**config.mk**
```make
export PLATFORM = sky130hd
export DESIGN_NAME = id_ex_stage_flat
export DESIGN_NICKNAME = d
export VERILOG_FILES = /design/src/rtl/control_unit_pkg.sv /design/src/rtl/id_ex_stage_if.sv /design/src/rtl/hazard_unit.sv /design/src/rtl/id_ex_stage.sv /design/src/flat_wrapper.sv
export SDC_FILE = /design/constraint.sdc
export NUM_CORES = 1
export LEC_CHECK = 0
export CAP_MARGIN = 0
export CORE_AREA = 2 2 160 162
export CTS_CLUSTER_SIZE = 25
export DETAILED_ROUTE_END_ITERATION = 8
export DIE_AREA = 0 0 162 164
export PLACE_DENSITY = 0.66
export SETUP_SLACK_MARGIN = 0.2
export SLEW_MARGIN = 20
export SYNTH_ARGS = -nofsm -noshare
export SYNTH_HDL_FRONTEND = slang
export SYNTH_SLANG_ARGS = --single-unit
```
**constraint.sdc**
```tcl
create_clock -name CLK -period 18.25 [get_ports CLK]
set_input_delay 5.475 -clock CLK [delete_from_list [all_inputs] [get_ports CLK]]
set_output_delay 5.475 -clock CLK [all_outputs]
set_load 0.03 [all_outputs]
```
**src/rtl/control_unit_pkg.sv**
```systemverilog
// Shared control encodings and the decode-to-execute bundle reused by the ID/EX and EX/MEM stages.
package control_unit_pkg;

  typedef enum logic [2:0] {
    PCSRC_NPC  = 3'd0,
    PCSRC_BEQ  = 3'd1,
    PCSRC_BNE  = 3'd2,
    PCSRC_JUMP = 3'd3,
    PCSRC_JR   = 3'd4
  } pcsrc_t;

  typedef enum logic [1:0] {
    ALUSRC_REG   = 2'd0,
    ALUSRC_IMM   = 2'd1,
    ALUSRC_LUI   = 2'd2,
    ALUSRC_SHAMT = 2'd3
  } alusrc_t;

  // An all-zero value of this struct is the pipeline bubble.
  typedef struct packed {
    logic [31:0] nPC;
    logic [31:0] rdat1;
    logic [31:0] rdat2;
    logic [31:0] imm;
    logic [31:0] lui;
    logic [4:0]  shamt;
    logic [4:0]  rs;
    logic [4:0]  rt;
    logic [4:0]  regDst;
    logic [3:0]  ALUOp;
    pcsrc_t      PCSrc;
    alusrc_t     ALUSrc;
    logic [1:0]  regSel;
    logic        dREN;
    logic        dWEN;
    logic        regWr;
    logic        halt;
  } id_ex_t;

  // rt is a source operand for register-register ALU ops, stores and compare branches.
  function automatic logic reads_rt(alusrc_t alusrc, logic dwen, pcsrc_t pcsrc);
    return (alusrc == ALUSRC_REG) || dwen || (pcsrc == PCSRC_BEQ) || (pcsrc == PCSRC_BNE);
  endfunction

endpackage

```
**src/rtl/id_ex_stage_if.sv**
```systemverilog
// Decode/execute boundary signals; master drives the decode side, slave is the ID/EX register.
interface id_ex_stage_if #(
  parameter int unsigned CNT_W = 16
);
  import control_unit_pkg::*;

  logic             ihit;
  logic             mem_stall;
  logic             flush;
  id_ex_t           de_in;
  id_ex_t           ex_out;
  logic             ex_valid;
  logic             freeze_id;
  logic             halted;
  logic [CNT_W-1:0] lu_count;

  modport master (
    output ihit, mem_stall, flush, de_in,
    input  ex_out, ex_valid, freeze_id, halted, lu_count
  );

  modport slave (
    input  ihit, mem_stall, flush, de_in,
    output ex_out, ex_valid, freeze_id, halted, lu_count
  );

endinterface

```
**src/rtl/hazard_unit.sv**
```systemverilog
// Load-use detection between the load in EX and the instruction in ID, plus the front-end freeze.
module hazard_unit
  import control_unit_pkg::*;
(
  input  logic       ex_valid_i,
  input  logic       ex_dren_i,
  input  logic       ex_regwr_i,
  input  logic [4:0] ex_regdst_i,
  input  logic [4:0] id_rs_i,
  input  logic [4:0] id_rt_i,
  input  alusrc_t    id_alusrc_i,
  input  logic       id_dwen_i,
  input  pcsrc_t     id_pcsrc_i,
  input  logic       halted_i,
  input  logic       mem_stall_i,
  input  logic       flush_i,
  output logic       load_use_o,
  output logic       freeze_id_o
);

  logic ex_is_load;
  logic rs_match;
  logic rt_match;

  always_comb begin
    ex_is_load  = ex_valid_i && ex_dren_i && ex_regwr_i && (ex_regdst_i != '0);
    rs_match    = (ex_regdst_i == id_rs_i);
    rt_match    = (ex_regdst_i == id_rt_i) && reads_rt(id_alusrc_i, id_dwen_i, id_pcsrc_i);
    load_use_o  = ex_is_load && (rs_match || rt_match);
    // A taken branch discards the dependent instruction, so no need to hold it.
    freeze_id_o = halted_i || mem_stall_i || (load_use_o && !flush_i);
  end

endmodule

```
**src/rtl/id_ex_stage.sv**
```systemverilog
// Decode-to-execute pipeline register with bubble insertion, stall/halt freeze and load-use counter.
module id_ex_stage
  import control_unit_pkg::*;
#(
  parameter int unsigned CNT_W          = 16,
  parameter bit          FREEZE_ON_HALT = 1'b1
) (
  input  logic          CLK,
  input  logic          RST,
  id_ex_stage_if.slave  bus
);

  id_ex_t           ex_q, ex_d;
  logic             valid_q, valid_d;
  logic             halted_q, halted_d;
  logic [CNT_W-1:0] cnt_q, cnt_d;
  logic             load_use;
  logic             freeze_id;

  hazard_unit u_hazard (
    .ex_valid_i  (valid_q),
    .ex_dren_i   (ex_q.dREN),
    .ex_regwr_i  (ex_q.regWr),
    .ex_regdst_i (ex_q.regDst),
    .id_rs_i     (bus.de_in.rs),
    .id_rt_i     (bus.de_in.rt),
    .id_alusrc_i (bus.de_in.ALUSrc),
    .id_dwen_i   (bus.de_in.dWEN),
    .id_pcsrc_i  (bus.de_in.PCSrc),
    .halted_i    (halted_q),
    .mem_stall_i (bus.mem_stall),
    .flush_i     (bus.flush),
    .load_use_o  (load_use),
    .freeze_id_o (freeze_id)
  );

  always_comb begin
    ex_d     = ex_q;
    valid_d  = valid_q;
    halted_d = halted_q;
    cnt_d    = cnt_q;
    if (halted_q && FREEZE_ON_HALT) begin
      // hold everything
    end else if (bus.mem_stall) begin
      // hold everything
    end else if (bus.flush) begin
      ex_d    = '0;
      valid_d = 1'b0;
    end else if (load_use) begin
      ex_d    = '0;
      valid_d = 1'b0;
      if (cnt_q != '1) cnt_d = cnt_q + CNT_W'(1);
    end else if (bus.ihit) begin
      ex_d    = bus.de_in;
      valid_d = 1'b1;
      if (bus.de_in.halt) halted_d = 1'b1;
    end else begin
      ex_d    = '0;
      valid_d = 1'b0;
    end
  end

  always_ff @(posedge CLK or posedge RST) begin
    if (RST) begin
      ex_q     <= '0;
      valid_q  <= 1'b0;
      halted_q <= 1'b0;
      cnt_q    <= '0;
    end else begin
      ex_q     <= ex_d;
      valid_q  <= valid_d;
      halted_q <= halted_d;
      cnt_q    <= cnt_d;
    end
  end

  assign bus.ex_out    = ex_q;
  assign bus.ex_valid  = valid_q;
  assign bus.halted    = halted_q;
  assign bus.lu_count  = cnt_q;
  assign bus.freeze_id = freeze_id;

endmodule

```
**src/flat_wrapper.sv**
```systemverilog
// flat-port wrapper written by rule: the top's interface ports become plain ports
module id_ex_stage_flat import control_unit_pkg::*;
#(
  parameter int unsigned CNT_W          = 16,
  parameter bit          FREEZE_ON_HALT = 1'b1
)
  (CLK, RST, bus_ihit, bus_mem_stall, bus_flush, bus_de_in, bus_ex_out, bus_ex_valid, bus_freeze_id, bus_halted, bus_lu_count);
  id_ex_stage_if #(.CNT_W(CNT_W)) bus_i ();
  input  logic CLK;
  input  logic RST;
  input wire logic [$bits(bus_i.ihit)-1:0] bus_ihit;
  input wire logic [$bits(bus_i.mem_stall)-1:0] bus_mem_stall;
  input wire logic [$bits(bus_i.flush)-1:0] bus_flush;
  input wire logic [$bits(bus_i.de_in)-1:0] bus_de_in;
  output wire logic [$bits(bus_i.ex_out)-1:0] bus_ex_out;
  output wire logic [$bits(bus_i.ex_valid)-1:0] bus_ex_valid;
  output wire logic [$bits(bus_i.freeze_id)-1:0] bus_freeze_id;
  output wire logic [$bits(bus_i.halted)-1:0] bus_halted;
  output wire logic [$bits(bus_i.lu_count)-1:0] bus_lu_count;
  assign bus_i.ihit = bus_ihit;
  assign bus_i.mem_stall = bus_mem_stall;
  assign bus_i.flush = bus_flush;
  assign bus_i.de_in = bus_de_in;
  assign bus_ex_out = bus_i.ex_out;
  assign bus_ex_valid = bus_i.ex_valid;
  assign bus_freeze_id = bus_i.freeze_id;
  assign bus_halted = bus_i.halted;
  assign bus_lu_count = bus_i.lu_count;
  id_ex_stage #(.CNT_W(CNT_W), .FREEZE_ON_HALT(FREEZE_ON_HALT)) u_core (.CLK(CLK), .RST(RST), .bus(bus_i));
endmodule
```
==> flow_metrics.py, run 1 <==
metrics = {
    "status": {
        "outcome": "completed",
    },
    "final_layout": {
        "multi_input_area_um2": 2552,
        "antenna_cells_inserted": 0,
        "sequential_cell_area_um2": 5330,
        "layout-drive-gt1-share_pct": 6.533,
        "fin_cells": 1279,
        "final_design_area_no_fill_um2": 13320,
        "final_nets": 1132,
        "final.fill_count": 2108,
        "areaGrowthSynthToFinish_pct": 60.89,
    },
    "detailed_routing": {
        "avgRoutedWirePerCell_um": 21.00,
        "vias": 6886,
        "via_per_inst": 5.384,
        "drtPass1Iterations": 5,
        "first_iter_violations": 644,
        "wl_mm": 26.87,
        "drc_violations": 0,
        "detail-route-antenna-nets": 0,
    },
    "logic_synthesis": {
        "syn_area_um2": 8277,
        "synth-seq-cells": 213,
        "synth-adder-area-share_pct": 0.1512,
        "synth_compound_area_share_pct": 24.41,
        "postSynthCellCount": 552,
        "post_synth_xor_area_fraction_pct": 2.751,
        "netlist-cell-type-count": 34,
        "syn-num-nets": 753,
        "synth_area_per_cell_um2": 14.99,
        "synth_top_family_by_area": "compound AO/OA/AOI/OAI gates",
        "yosys_warnings": 0,
        "synth_simple_gate_area_share_pct": 3.205,
        "synth_enable_flop_cells": 0,
        "sequential_cell_area_fraction_in_the_yosys_report_pct": 64.40,
        "synth_flop_cell": "sky130_fd_sc_hd__dfrtp_1",
        "multiplexer_share_of_the_synthesized_area_pct": 0.1361,
        "async_reset_ff_share_pct": 100.0,
    },
    "timing": {
        "finalSetupViolations": 0,
        "fmax_mhz": 77.49,
        "setup_repair_after_global_routing_missed_its_margin": "false",
        "slew_headroom_pct": 30.26,
        "fin_tns_setup_ps": 0,
        "worst-slew-pin-transition_ps": 1046,
        "fin_skew_ps": 16.29,
        "minimum_period_implied_by_the_final_worst_setup_slack_ps": 12900,
        "final_min_period_over_clock_period_pct": 70.71,
        "finalHoldViolCount": 0,
        "final_max_slew_violation_count": 0,
    },
    "global_routing": {
        "grt_first_pass_wirelength_mm": 40.40,
        "grt_overflow_total": 0,
        "grt_max_degree": 96,
        "first_global_vias": 7001,
        "groute.usage.overall_pct": 19.08,
        "grt_antenna_before_repair": 0,
    },
    "setup_path": {
        "critPathRequiredTime_ps": 12770,
        "cp_data_arrival_time_ps": 7430,
        "setup.worst_path.end_class": "output port",
        "critPathMaxFanout": 2,
        "reg2reg_depth": 5,
        "setup.worst_path.class": "primary input to output port",
        "worstSetupStartpointType": "primary input",
    },
    "pwr": {
        "design_power_total_mw": 1.699,
        "p_leak_nw": 5.499,
        "power.density_cell_area_nw_per_um2": 127.6,
        "max-vdd-ir-drop_v": 0.00009675,
    },
    "place": {
        "postPlaceCellArea_um2": 12500,
        "post-place-cells": 1235,
        "dp_hpwl_mm": 17.90,
        "place.gp.congestion": 0.8157,
        "io_buffer_count": 413,
    },
    "clock_tree": {
        "tritoncts": "built",
        "cts_hold_repair.buffers": 0,
        "cts.clk_slew.worst_paths_ps": 60,
        "clk_path_buf_depth": 3,
        "clock_sink_count": 213,
        "clk-insertion-delay-late_ps": 520,
        "cts-root-buf": "sky130_fd_sc_hd__clkbuf_16",
        "h-tree-depth": 1,
        "cts_setup_buffers": 0,
        "cts-buffers-inserted": 24,
        "post_cts_gate_resize_count": 0,
    },
    "floorplanning": {
        "core_area_um2": 24820,
        "die_y_um": 164,
        "placement_rows": 58,
        "floorplan.initialDensity_pct": 33.35,
        "floorplan.io_pins": 414,
        "die_area_um2": 26570,
        "fp.dieW_um": 162,
    },
    "hold_path": {
        "worstHoldPathCells": 1,
        "timing.hold.worst.class": "flop to flop",
    },
    "job": {
        "drv.max_cap_violation_count": 0,
    },
}
cell families (layout without fill, tap and decap cells):
logic type,count (synthesis),in the layout
flops,213,213
compound gates,202,202
buf+inv,70,467
simple gates,39,39
xor+xnor,26,26
fa+ha+maj,1,1
mux,1,1
Yosys cell counts, drive strengths merged, types with 2 or more instances:
cell    instances  area share [%]
a21o            2            0.18
a32o          195              24
and3            7            0.53
and4            3            0.32
buf            28             3.0
clkbuf         40             1.8
dfrtp         213              64
inv             2           0.091
nand2           5            0.23
nand3           6            0.67
nand4           7            0.53
nor2            3            0.17
xnor2          18             1.9
xor2            8            0.85
flip-flops by register name (all words and copies together) (netlist names):
register / cells
u_core.bus.lu_count: 16
u_core.bus.ex_out: 195
u_core.bus.halted: 1
u_core.bus.ex_valid: 1
through the flow:
stage	setup WS, ps	hold slack (ps)	util (%)
floorplan	6116	503.1	-
global placement	5384	471.5	50.38
detailed placement	5376	479.8	50.38
CTS	5372	493.4	53.65
global route	5283	500.4	53.65
finish	5346	488.0	53.65
critical path, cell delays in order:
cell and delay, ps:
sky130_fd_sc_hd__clkdlybuf4s50_1 440, sky130_fd_sc_hd__xnor2_1 150, sky130_fd_sc_hd__o221ai_1 290, sky130_fd_sc_hd__nand4_1 240, sky130_fd_sc_hd__nand3b_1 140, sky130_fd_sc_hd__clkdlybuf4s50_1 680
final cells by class:
| cell class | instances | share of cell area [%] |
|---|---|---|
| clock inverters | 13 | 0.9302 |
| multi-input cells | 269 | 19.17 |
| well taps | 330 | 3.101 |
| clock buffers | 31 | 5.168 |
| flip-flops and latches | 213 | 40.03 |
| repair buffers | 421 | 31.49 |
| inverters | 2 | 0.1128 |
where the power goes:
group	internal, mW	leakage [nW]	switching [mW]	total [mW]
sequential	0.570	2.88	0.0576	0.628
combinational	0.274	2.22	0.306	0.580
clock	0.295	0.404	0.197	0.491
path summary, 6_finish.rpt:
kind / startpoint / endpoint / slack, ps
min in group asynchronous: RST / u_core.bus.ex_out[113] / 5460
hold / removal: u_core.bus.ex_out[178] / u_core.bus.ex_out[178] / 490
hold reg to reg: u_core.bus.ex_out[178] / u_core.bus.ex_out[178] / 490
setup reg to reg: u_core.bus.ex_out[16] / u_core.bus.ex_out[125] / 15370
setup / recovery: bus_de_in[9] / bus_freeze_id / 5350
max in group asynchronous: RST / u_core.bus.ex_out[179] / 11410
placed cells by master (no fill, tap or decap), types with 2 or more instances in the layout:
cell type                         instances
sky130_fd_sc_hd__a32o_1                 195
sky130_fd_sc_hd__and3_1                   7
sky130_fd_sc_hd__and4_1                   3
sky130_fd_sc_hd__buf_4                    8
sky130_fd_sc_hd__bufinv_16                2
sky130_fd_sc_hd__clkbuf_1                 2
sky130_fd_sc_hd__clkbuf_16               25
sky130_fd_sc_hd__clkbuf_8                 4
sky130_fd_sc_hd__clkdlybuf4s50_1        413
sky130_fd_sc_hd__clkinv_2                 8
sky130_fd_sc_hd__clkinvlp_4               2
sky130_fd_sc_hd__dfrtp_1                213
sky130_fd_sc_hd__nand2_1                  5
sky130_fd_sc_hd__nand3_2                  5
sky130_fd_sc_hd__nand4_1                  7
sky130_fd_sc_hd__nor2_1                   2
sky130_fd_sc_hd__xnor2_1                 18
sky130_fd_sc_hd__xor2_1                   8
metal layers:
| layer | share of wire [%] | wire length [um] | vias up | track usage, % |
|---|---|---|---|---|
| met5 | 0 | 0 | - | 0 |
| met4 | 2.6 | 686 | 0 | 5.913 |
| met3 | 10 | 2745 | 42 | 6.212 |
| met2 | 48 | 12840 | 349 | 31.35 |
| met1 | 39 | 10590 | 3458 | 24.02 |
| li1 | - | - | 3037 | - |
Power figures use the tool's default switching activity.
==> inputs of run 2 (changes only) <==
- CORE_AREA: 2 2 160 162 -> 2 2 161 163
- DIE_AREA: 0 0 162 164 -> 0 0 163 165
- PLACE_DENSITY: 0.66 -> 0.65
- clock period: 18.25 -> 12.4 ns (I/O delays scaled with it)
==> run 2 against run 1 <==
- global-route usage fell by 0.60 points
- sequential share of layout area rose by 0.12 points
- wire length fell by 2.0%
- utilization fell by 0.62 points
- combinational power rose by 47%
- critical path type unchanged
- die area rose by 1.2%
- design area fell by 0.29%
==> flow_metrics.py, run 2 (synthesized netlist as in run 1, its figures left out) <==
metrics = {
    "timing": {
        "fin_skew_ps": 9.062,
        "least_setup_slack_across_all_paths_after_layout_ps": 2997,
        "finalHoldViolCount": 0,
        "slew_headroom_pct": 31.51,
        "final_max_slew_violation_count": 0,
        "worst-slew-pin-transition_ps": 1027,
        "finalSetupViolations": 0,
        "fin_tns_setup_ps": 0,
        "timing.hold.ws_ps": 485.9,
        "setup_repair_after_global_routing_missed_its_margin": "false",
        "final_min_period_over_clock_period_pct": 75.83,
        "fmax_mhz": 106.3,
        "minimum_period_implied_by_the_final_worst_setup_slack_ps": 9403,
    },
    "job": {
        "drv.max_cap_violation_count": 0,
    },
    "place": {
        "placement.setup.worst_slack_ps": 3036,
        "io_buffer_count": 413,
        "postPlaceCellArea_um2": 12510,
        "place.gp.congestion": 0.8288,
        "dp_hpwl_mm": 17.78,
    },
    "pwr": {
        "p_leak_nw": 5.476,
        "design_power_total_mw": 2.454,
        "max-vdd-ir-drop_v": 0.0001231,
        "power.density_cell_area_nw_per_um2": 184.8,
    },
    "status": {
        "outcome": "completed",
    },
    "final_layout": {
        "final_nets": 1134,
        "largest_register_ff_count": 195,
        "mostFrequentLayoutCell": "sky130_fd_sc_hd__clkdlybuf4s50_1",
        "highest_count_cells_in_the_layout_ignoring_fill_and_taps": "sky130_fd_sc_hd__clkdlybuf4s50_1, sky130_fd_sc_hd__dfrtp_1, sky130_fd_sc_hd__a32o_1",
        "layout-drive-gt1-share_pct": 6.112,
        "final.fill_count": 2166,
        "final_design_area_no_fill_um2": 13280,
        "antenna_cells_inserted": 0,
        "areaGrowthSynthToFinish_pct": 60.42,
    },
    "clock_tree": {
        "cts-root-buf": "sky130_fd_sc_hd__clkbuf_16",
        "clk-insertion-delay-late_ps": 510,
        "h-tree-depth": 1,
        "cts.clk_slew.worst_paths_ps": 50,
        "clock_sink_count": 213,
        "cts_setup_buffers": 0,
        "post_cts_gate_resize_count": 0,
        "cts-buffers-inserted": 25,
        "tritoncts": "built",
        "cts_hold_repair.buffers": 0,
        "clk_path_buf_depth": 3,
    },
    "setup_path": {
        "setup.worst_path.end_class": "output port",
        "worstSetupStartpointType": "primary input",
        "setup.worst_path.class": "primary input to output port",
        "reg2reg_depth": 5,
        "critPathMaxFanout": 2,
        "timing.critical_path.depth": 6,
        "critPathRequiredTime_ps": 8680,
        "crit_buf_inv": 2,
        "cp_data_arrival_time_ps": 5680,
        "timing.critical_path.cells": "clkdlybuf4s50_1 -> and4b_1 -> o21a_1 -> nand4_1 -> nand3b_1 -> clkdlybuf4s50_1",
        "worst_path_max_delay_cell": "sky130_fd_sc_hd__clkdlybuf4s50_1",
        "cpPeakStageDelay_ps": 690,
        "critical-path-top-delay-family": "buffers and inverters",
        "critical-path-top-cell-by-count": "sky130_fd_sc_hd__clkdlybuf4s50_1",
    },
    "detailed_routing": {
        "drtPass1Iterations": 5,
        "first_iter_violations": 653,
        "drc_violations": 0,
        "vias": 6855,
        "detail-route-antenna-nets": 0,
        "wl_mm": 26.34,
        "avgRoutedWirePerCell_um": 20.59,
        "via_per_inst": 5.360,
    },
    "floorplanning": {
        "die_y_um": 165,
        "floorplan.io_pins": 414,
        "core_area_um2": 25040,
        "fp.dieW_um": 163,
        "die_area_um2": 26900,
        "placement_rows": 58,
        "floorplan.initialDensity_pct": 33.06,
    },
    "global_routing": {
        "first_global_vias": 6894,
        "grt_first_pass_wirelength_mm": 39.39,
        "grt_max_degree": 95,
        "groute.usage.overall_pct": 18.48,
        "grt_overflow_total": 0,
        "grt_antenna_before_repair": 0,
    },
    "hold_path": {
        "worstHoldPathCells": 1,
        "timing.hold.worst.class": "flop to flop",
    },
}
run 2: changes by cell type in the layout (fill, tap and decap cells not counted):
cell / change
sky130_fd_sc_hd__bufinv_16: -2
sky130_fd_sc_hd__inv_6: -1
sky130_fd_sc_hd__clkbuf_1: +4
sky130_fd_sc_hd__clkinv_2: -4
sky130_fd_sc_hd__buf_4: +1
sky130_fd_sc_hd__clkbuf_8: +2
run 2: worst register-to-register path, stage by stage, from the launching register on:
cell and delay [ps]:
sky130_fd_sc_hd__dfrtp_1 490, sky130_fd_sc_hd__or4_1 610, sky130_fd_sc_hd__o2111ai_1 240, sky130_fd_sc_hd__a21o_4 330, sky130_fd_sc_hd__buf_4 760, sky130_fd_sc_hd__a32o_1 420
run 2: cell type report:
class	count	area, um2	share of cell area [%]
tap	330	412.9	3.110
clock buffer	37	730.7	5.503
timing repair buffer	422	4202	31.64
multi-input combinational	269	2552	19.22
inverter	2	15.01	0.1131
sequential	213	5330	40.14
clock inverter	6	35.03	0.2639
run 2: report_power, final:
group,internal [mW],total [mW],switching (mW)
Clock,0.404,0.680,0.275
Sequential,0.839,0.923,0.0832
Combinational,0.403,0.852,0.449
Total,1.65,2.45,0.807
run 2: final timing paths:
| path | start | endpoint | slack (ps) |
|---|---|---|---|
| worst max-delay path | bus_flush | bus_freeze_id | 3000 |
| max in group asynchronous | RST | u_core.bus.lu_count[11] | 7330 |
| worst max register to register | u_core.bus.ex_out[16] | u_core.bus.ex_out[57] | 9490 |
| worst min register to register | u_core.bus.ex_out[147] | u_core.bus.ex_out[147] | 490 |
| worst min-delay path | u_core.bus.ex_out[147] | u_core.bus.ex_out[147] | 490 |
| min in group asynchronous | RST | u_core.bus.ex_out[136] | 3700 |
run 2: metal layers:
| metal | GRT usage [%] | share of wire [%] |
|---|---|---|
| met2 | 29.93 | 48 |
| met5 | 0 | 0 |
| met4 | 6.315 | 3.0 |
| met3 | 7.157 | 11 |
| met1 | 22.63 | 39 |
run 2: through the flow:
| step | instances | utilization [%] |
|---|---|---|
| global route | 1279 | 53.03 |
| global placement | 1236 | 49.98 |
| CTS | 1279 | 53.03 |
| detailed placement | 1236 | 49.98 |
| floorplan | 552 | - |
| finish | 1279 | 53.03 |
==> inputs of run 3 (changes only) <==
- clock period: 12.4 -> 9.2 ns (I/O delays scaled with it)
==> run 3 against run 2 <==
- sequential power is 34% higher
- sequential share of layout area down 0.057 points
- global-route usage rose by 0.16 points
- clock skew is 6.6 ps higher
==> flow_metrics.py, run 3 (synthesized netlist as in run 1, its figures left out) <==
metrics = {
    "status": {
        "outcome": "completed",
    },
    "pwr": {
        "switchingPower_mw": 1.090,
        "design_power_total_mw": 3.336,
        "max-vdd-ir-drop_v": 0.0001562,
        "power.density_cell_area_nw_per_um2": 250.9,
        "switching_share_pct": 32.69,
        "internal_power_mw": 2.245,
        "p_leak_nw": 5.482,
        "relative_contribution_of_sequential_cells_to_total_power_pct": 37.3,
        "p_clk_share_pct": 28.2,
        "combinationalPowerShare_pct": 34.5,
    },
    "global_routing": {
        "use_met3_pct": 6.278,
        "grt_overflow_total": 0,
        "grt_util_met2_pct": 29.72,
        "groute.usage.overall_pct": 18.64,
        "global_route.usage.met1_pct": 23.47,
        "grt_max_degree": 132,
        "grt_antenna_before_repair": 0,
        "grt_first_pass_wirelength_mm": 39.71,
        "first_global_vias": 6958,
        "grt_busiest_layer": "met2",
    },
    "final_layout": {
        "mostFrequentLayoutCell": "sky130_fd_sc_hd__clkdlybuf4s50_1",
        "largest_register_ff_count": 195,
        "final.fill_count": 2132,
        "utilization_pct": 53.11,
        "antenna_cells_inserted": 0,
        "highest_count_cells_in_the_layout_ignoring_fill_and_taps": "sky130_fd_sc_hd__clkdlybuf4s50_1, sky130_fd_sc_hd__dfrtp_1, sky130_fd_sc_hd__a32o_1",
        "layout-drive-gt1-share_pct": 5.608,
        "areaGrowthSynthToFinish_pct": 60.65,
        "final_nets": 1132,
    },
    "place": {
        "placement.setup.worst_slack_ps": 1772,
        "place.gp.congestion": 0.8278,
        "io_buffer_count": 413,
        "dp_hpwl_mm": 17.56,
    },
    "clock_tree": {
        "clk-insertion-delay-late_ps": 510,
        "cts.clk_slew.worst_paths_ps": 60,
        "clk_path_buf_depth": 3,
        "cts-buffers-inserted": 25,
        "cts_setup_buffers": 0,
        "cts_hold_repair.buffers": 0,
        "post_cts_gate_resize_count": 0,
        "h-tree-depth": 1,
        "clock_sink_count": 213,
        "tritoncts": "built",
        "cts-root-buf": "sky130_fd_sc_hd__clkbuf_16",
    },
    "setup_path": {
        "rr_startpoint": "u_core.bus.ex_out[16]",
        "setup.worst_path.class": "primary input to output port",
        "reg2reg_depth": 5,
        "ff2ff_setup_slack_ps": 6130,
        "cp_data_arrival_time_ps": 4670,
        "critPathMaxFanout": 2,
        "critPathRequiredTime_ps": 6440,
        "worstSetupStartpointType": "primary input",
        "critical_path.reg2reg.endpoint": "u_core.bus.ex_out[170]",
        "setup.worst_path.end_class": "output port",
    },
    "timing": {
        "setup_repair_after_global_routing_missed_its_margin": "false",
        "finalSetupViolations": 0,
        "worst-slew-pin-transition_ps": 1011,
        "fmax_mhz": 134.6,
        "final_min_period_over_clock_period_pct": 80.77,
        "slew_headroom_pct": 32.59,
        "minimum_period_implied_by_the_final_worst_setup_slack_ps": 7431,
        "timing.hold.ws_ps": 486.6,
        "final_max_slew_violation_count": 0,
        "finalHoldViolCount": 0,
        "least_setup_slack_across_all_paths_after_layout_ps": 1769,
        "fin_skew_ps": 15.67,
        "fin_tns_setup_ps": 0,
    },
    "floorplanning": {
        "floorplan.io_pins": 414,
        "fp.dieW_um": 163,
        "die_area_um2": 26900,
        "floorplan.initialDensity_pct": 33.06,
        "placement_rows": 58,
        "die_y_um": 165,
        "core_area_um2": 25040,
    },
    "detailed_routing": {
        "drc_violations": 0,
        "wl_mm": 26.38,
        "detail-route-antenna-nets": 0,
        "vias": 6775,
        "via_per_inst": 5.314,
        "avgRoutedWirePerCell_um": 20.69,
        "drtPass1Iterations": 5,
        "first_iter_violations": 550,
    },
    "job": {
        "drv.max_cap_violation_count": 0,
    },
    "hold_path": {
        "timing.hold.worst.class": "flop to flop",
        "min_delay_worst_endpoint": "u_core.bus.lu_count[15]",
        "worstHoldPathCells": 1,
        "hold_start": "u_core.bus.lu_count[15]",
    },
}
run 3: per-stage QoR:
step | area [um2] | std cells
floorplan | 8277 | 552
global placement | 12520 | 1234
detailed placement | 12520 | 1234
CTS | 13300 | 1275
global route | 13300 | 1275
finish | 13300 | 1275
run 3: how the worst max path moves through the flow:
stage / from / to / slack (ps) / depth (start not counted)
3_5_place_dp: bus_flush / bus_freeze_id / 1770 / 6
4_1_cts: bus_flush / bus_freeze_id / 1770 / 6
3_3_place_gp: bus_flush / bus_freeze_id / 1780 / 6
5_1_grt: bus_flush / bus_freeze_id / 1710 / 6
2_1_floorplan: RST / u_core.bus.ex_out[0] / 620 / 1
6_report: bus_flush / bus_freeze_id / 1770 / 6
run 3: power by group through the flow:
stage / Sequential, mW / Combinational, mW / Clock, mW
floorplan: 1.64 / 0.211 / 0
global placement: 1.25 / 1.15 / 0
detailed placement: 1.26 / 1.16 / 0
CTS: 1.25 / 1.16 / 0.972
global route: 1.27 / 1.20 / 1.01
finish: 1.24 / 1.15 / 0.942
run 3: per-layer routing:
layer / vias to the layer above / share of wire (%)
met3: 53 / 9.0
met1: 3396 / 41
met5: - / 0
met4: 0 / 3.8
li1: 3022 / -
met2: 304 / 46
run 3: area by class of cell:
cell class | instances | area (um2) | area share [%]
multi-input combinational | 269 | 2552 | 19.20
sequential | 213 | 5330 | 40.09
tap | 330 | 412.9 | 3.105
clock inverter | 3 | 40.04 | 0.3011
inverter | 2 | 15.01 | 0.1129
timing repair buffer | 420 | 4212 | 31.67
clock buffer | 38 | 734.5 | 5.524
run 3: worst max-delay path, cell delays in order:
cell	delay, ps
sky130_fd_sc_hd__clkdlybuf4s50_1	460
sky130_fd_sc_hd__and4b_1	270
sky130_fd_sc_hd__o21a_1	160
sky130_fd_sc_hd__nand4b_1	200
sky130_fd_sc_hd__nand3b_1	130
sky130_fd_sc_hd__clkdlybuf4s50_1	680
==> RTL change (settings of run 3) <==
`FREEZE_ON_HALT` is set to 1'b1 in 2 places; all go to 1'b0.
--- a/src/rtl/id_ex_stage.sv
+++ b/src/rtl/id_ex_stage.sv
@@ -3,7 +3,7 @@
   import control_unit_pkg::*;
 #(
   parameter int unsigned CNT_W          = 16,
-  parameter bit          FREEZE_ON_HALT = 1'b1
+  parameter bit          FREEZE_ON_HALT = 1'b0
 ) (
   input  logic          CLK,
   input  logic          RST,
--- a/src/flat_wrapper.sv
+++ b/src/flat_wrapper.sv
@@ -2,7 +2,7 @@
 module id_ex_stage_flat import control_unit_pkg::*;
 #(
   parameter int unsigned CNT_W          = 16,
-  parameter bit          FREEZE_ON_HALT = 1'b1
+  parameter bit          FREEZE_ON_HALT = 1'b0
 )
   (CLK, RST, bus_ihit, bus_mem_stall, bus_flush, bus_de_in, bus_ex_out, bus_ex_valid, bus_freeze_id, bus_halted, bus_lu_count);
   id_ex_stage_if #(.CNT_W(CNT_W)) bus_i ();
Check against the original RTL: not equivalent (Yosys sat finds a counterexample within 4 cycles, from zero or initial values and one cycle with RST high).
==> RTL change against run 3 <==
Final area is 2.7% lower. Register-to-register slack better by 0.38 ns. Sequential share of layout area is 1.1 points higher. Synthesized cell count is 2.7% lower. Synthesized area is 5.1% lower. Setup slack worse by 0.42 ns. Largest cell class unchanged. Critical path depth is 2 higher. Sequential cell count stayed put. Wire length is 4.7% lower.
Power is not compared: it rests on default switching activity, and its combinational part moved more than twofold at a synthesized area within 25%.
==> RTL change: results (changes against run 3) <==
* Met2 global-route usage at 29.5% (was 29.7%)
* Synth cell count leaders: dfrtp_1, a22o_1, clkbuf_1, xnor2_1, buf_2 (was dfrtp_1, a32o_1, clkbuf_1, xnor2_1, buf_6)
* Netlist cell types at 28 (was 34)
* Vias post-DR at 6256 (was 6775)
* Fill cell instance count of the final layout at 2206 (was 2132)
* HPWL after detailed placement at 17.2 mm (was 17.6 mm)
* Multi-input comb cells at 274 (was 269)
* Final weighted congestion in routability-driven placement at 0.812 (was 0.828)
* Routed length on met3 at 2.11 mm (was 2.37 mm)
* Maximum fanout encountered on the critical timing path at 17 (was 2)
* Final WL at 25.1 mm (was 26.4 mm)
* Clock buffer cells at 31 (was 38)
* Clock-cell share of area at 5.05% (was 5.82%)
* Seq/total area at 41.2% (was 40.1%)
* Largest net degree at the start of global routing at 155 (was 132)
* Initial antenna violation count at 1 (was 0)
* Number of nets in the layout at 1137 (was 1132)
* Overall Global Routing Usage at 17.8% (was 18.6%)
* Multi-input logic area at 0.00231 sq mm (was 0.00255 sq mm)
* Met1 Wirelength at 10.4 mm (was 10.8 mm)
* Run status: complete, no violations (unchanged)
* Top layer in use: met5 (was met4)
* CP arrival at 5.09 ns (was 4.67 ns)
* Worst rel slew slack at 36.3% (was 32.6%)
* Max Clock Skew at 0.0100 ns (was 0.0157 ns)
* Wire length of the first global-routing pass at 37.5 mm (was 39.7 mm)
* Global-route track usage on met3 at 5.40% (was 6.28%)
* Ranking of synthesized cells by area: dfrtp_1, a22o_1, xnor2_1 (was dfrtp_1, a32o_1, buf_6)
* Synth Net Count at 738 (was 753)
* Share of post-route cells with drive strength above 1 at 4.86% (was 5.61%)
* Fraction of cell area in non-clock buffers at 32.6% (was 31.7%)
* CP max stage cell: clkdlybuf4s50_1 (unchanged)
* Non-Clock Buffer Count at 422 (was 420)
* Global-route met1 utilization at 22.4% (was 23.5%)
* Crit path largest cell delay at 0.72 ns (was 0.68 ns)
* Sequential element share of the synthesized area at 67.9% (was 64.4%)
* Internal power at 0.00165 W
[RTL change: changes by cell type after synthesis, moves of 8 or more]
cell | run 3 | this run
clkbuf_1 | 40 | 31
o211ai_1 | 0 | 8
a32o_1 | 195 | 0
buf_6 | 15 | 0
a22o_1 | 1 | 195
[RTL change: worst paths after layout]
check                                                  startpoint                                  to  slack, ns  depth (start not counted)
max in group asynchronous                                     RST  u_core.bus.ex_out[137]$_DFFE_PP0N_       5.14                          3
worst max-delay path                                bus_de_in[21]                       bus_freeze_id       1.35                          8
worst max register to register  u_core.bus.ex_out[16]$_DFFE_PP0N_   u_core.bus.ex_out[92]$_DFFE_PP0N_       6.51                          7
worst min-delay path            u_core.bus.ex_out[48]$_DFFE_PP0N_   u_core.bus.ex_out[48]$_DFFE_PP0N_       0.50                          1
worst min register to register  u_core.bus.ex_out[48]$_DFFE_PP0N_   u_core.bus.ex_out[48]$_DFFE_PP0N_       0.50                          1
min in group asynchronous                                     RST   u_core.bus.ex_out[69]$_DFFE_PP0N_       2.71                          2
[RTL change: per-stage QoR]
stage,area [sq um],hold slack (ns),setup slack [ns],cells,power [W]
floorplan,7850,0.494,0.617,537,0.00121
global placement,12300,0.490,1.39,1241,0.00143
detailed placement,12300,0.493,1.40,1241,0.00143
CTS,12900,0.511,1.36,1277,0.00228
global route,12900,0.515,1.26,1277,0.00234
finish,12900,0.504,1.35,1277,0.00224
[RTL change: cells by family after synthesis]
| group | Yosys count | share of synthesized area (%) |
|---|---|---|
| buffers and inverters | 50 | 2.73 |
| flip-flops | 213 | 67.9 |
| AO/OA/AOI/OAI | 216 | 23.8 |
| multiplexers | 1 | 0.143 |
| AND/OR/NAND/NOR | 30 | 2.34 |
| XOR/XNOR | 26 | 2.90 |
| adder cells (fa/ha/maj) | 1 | 0.159 |
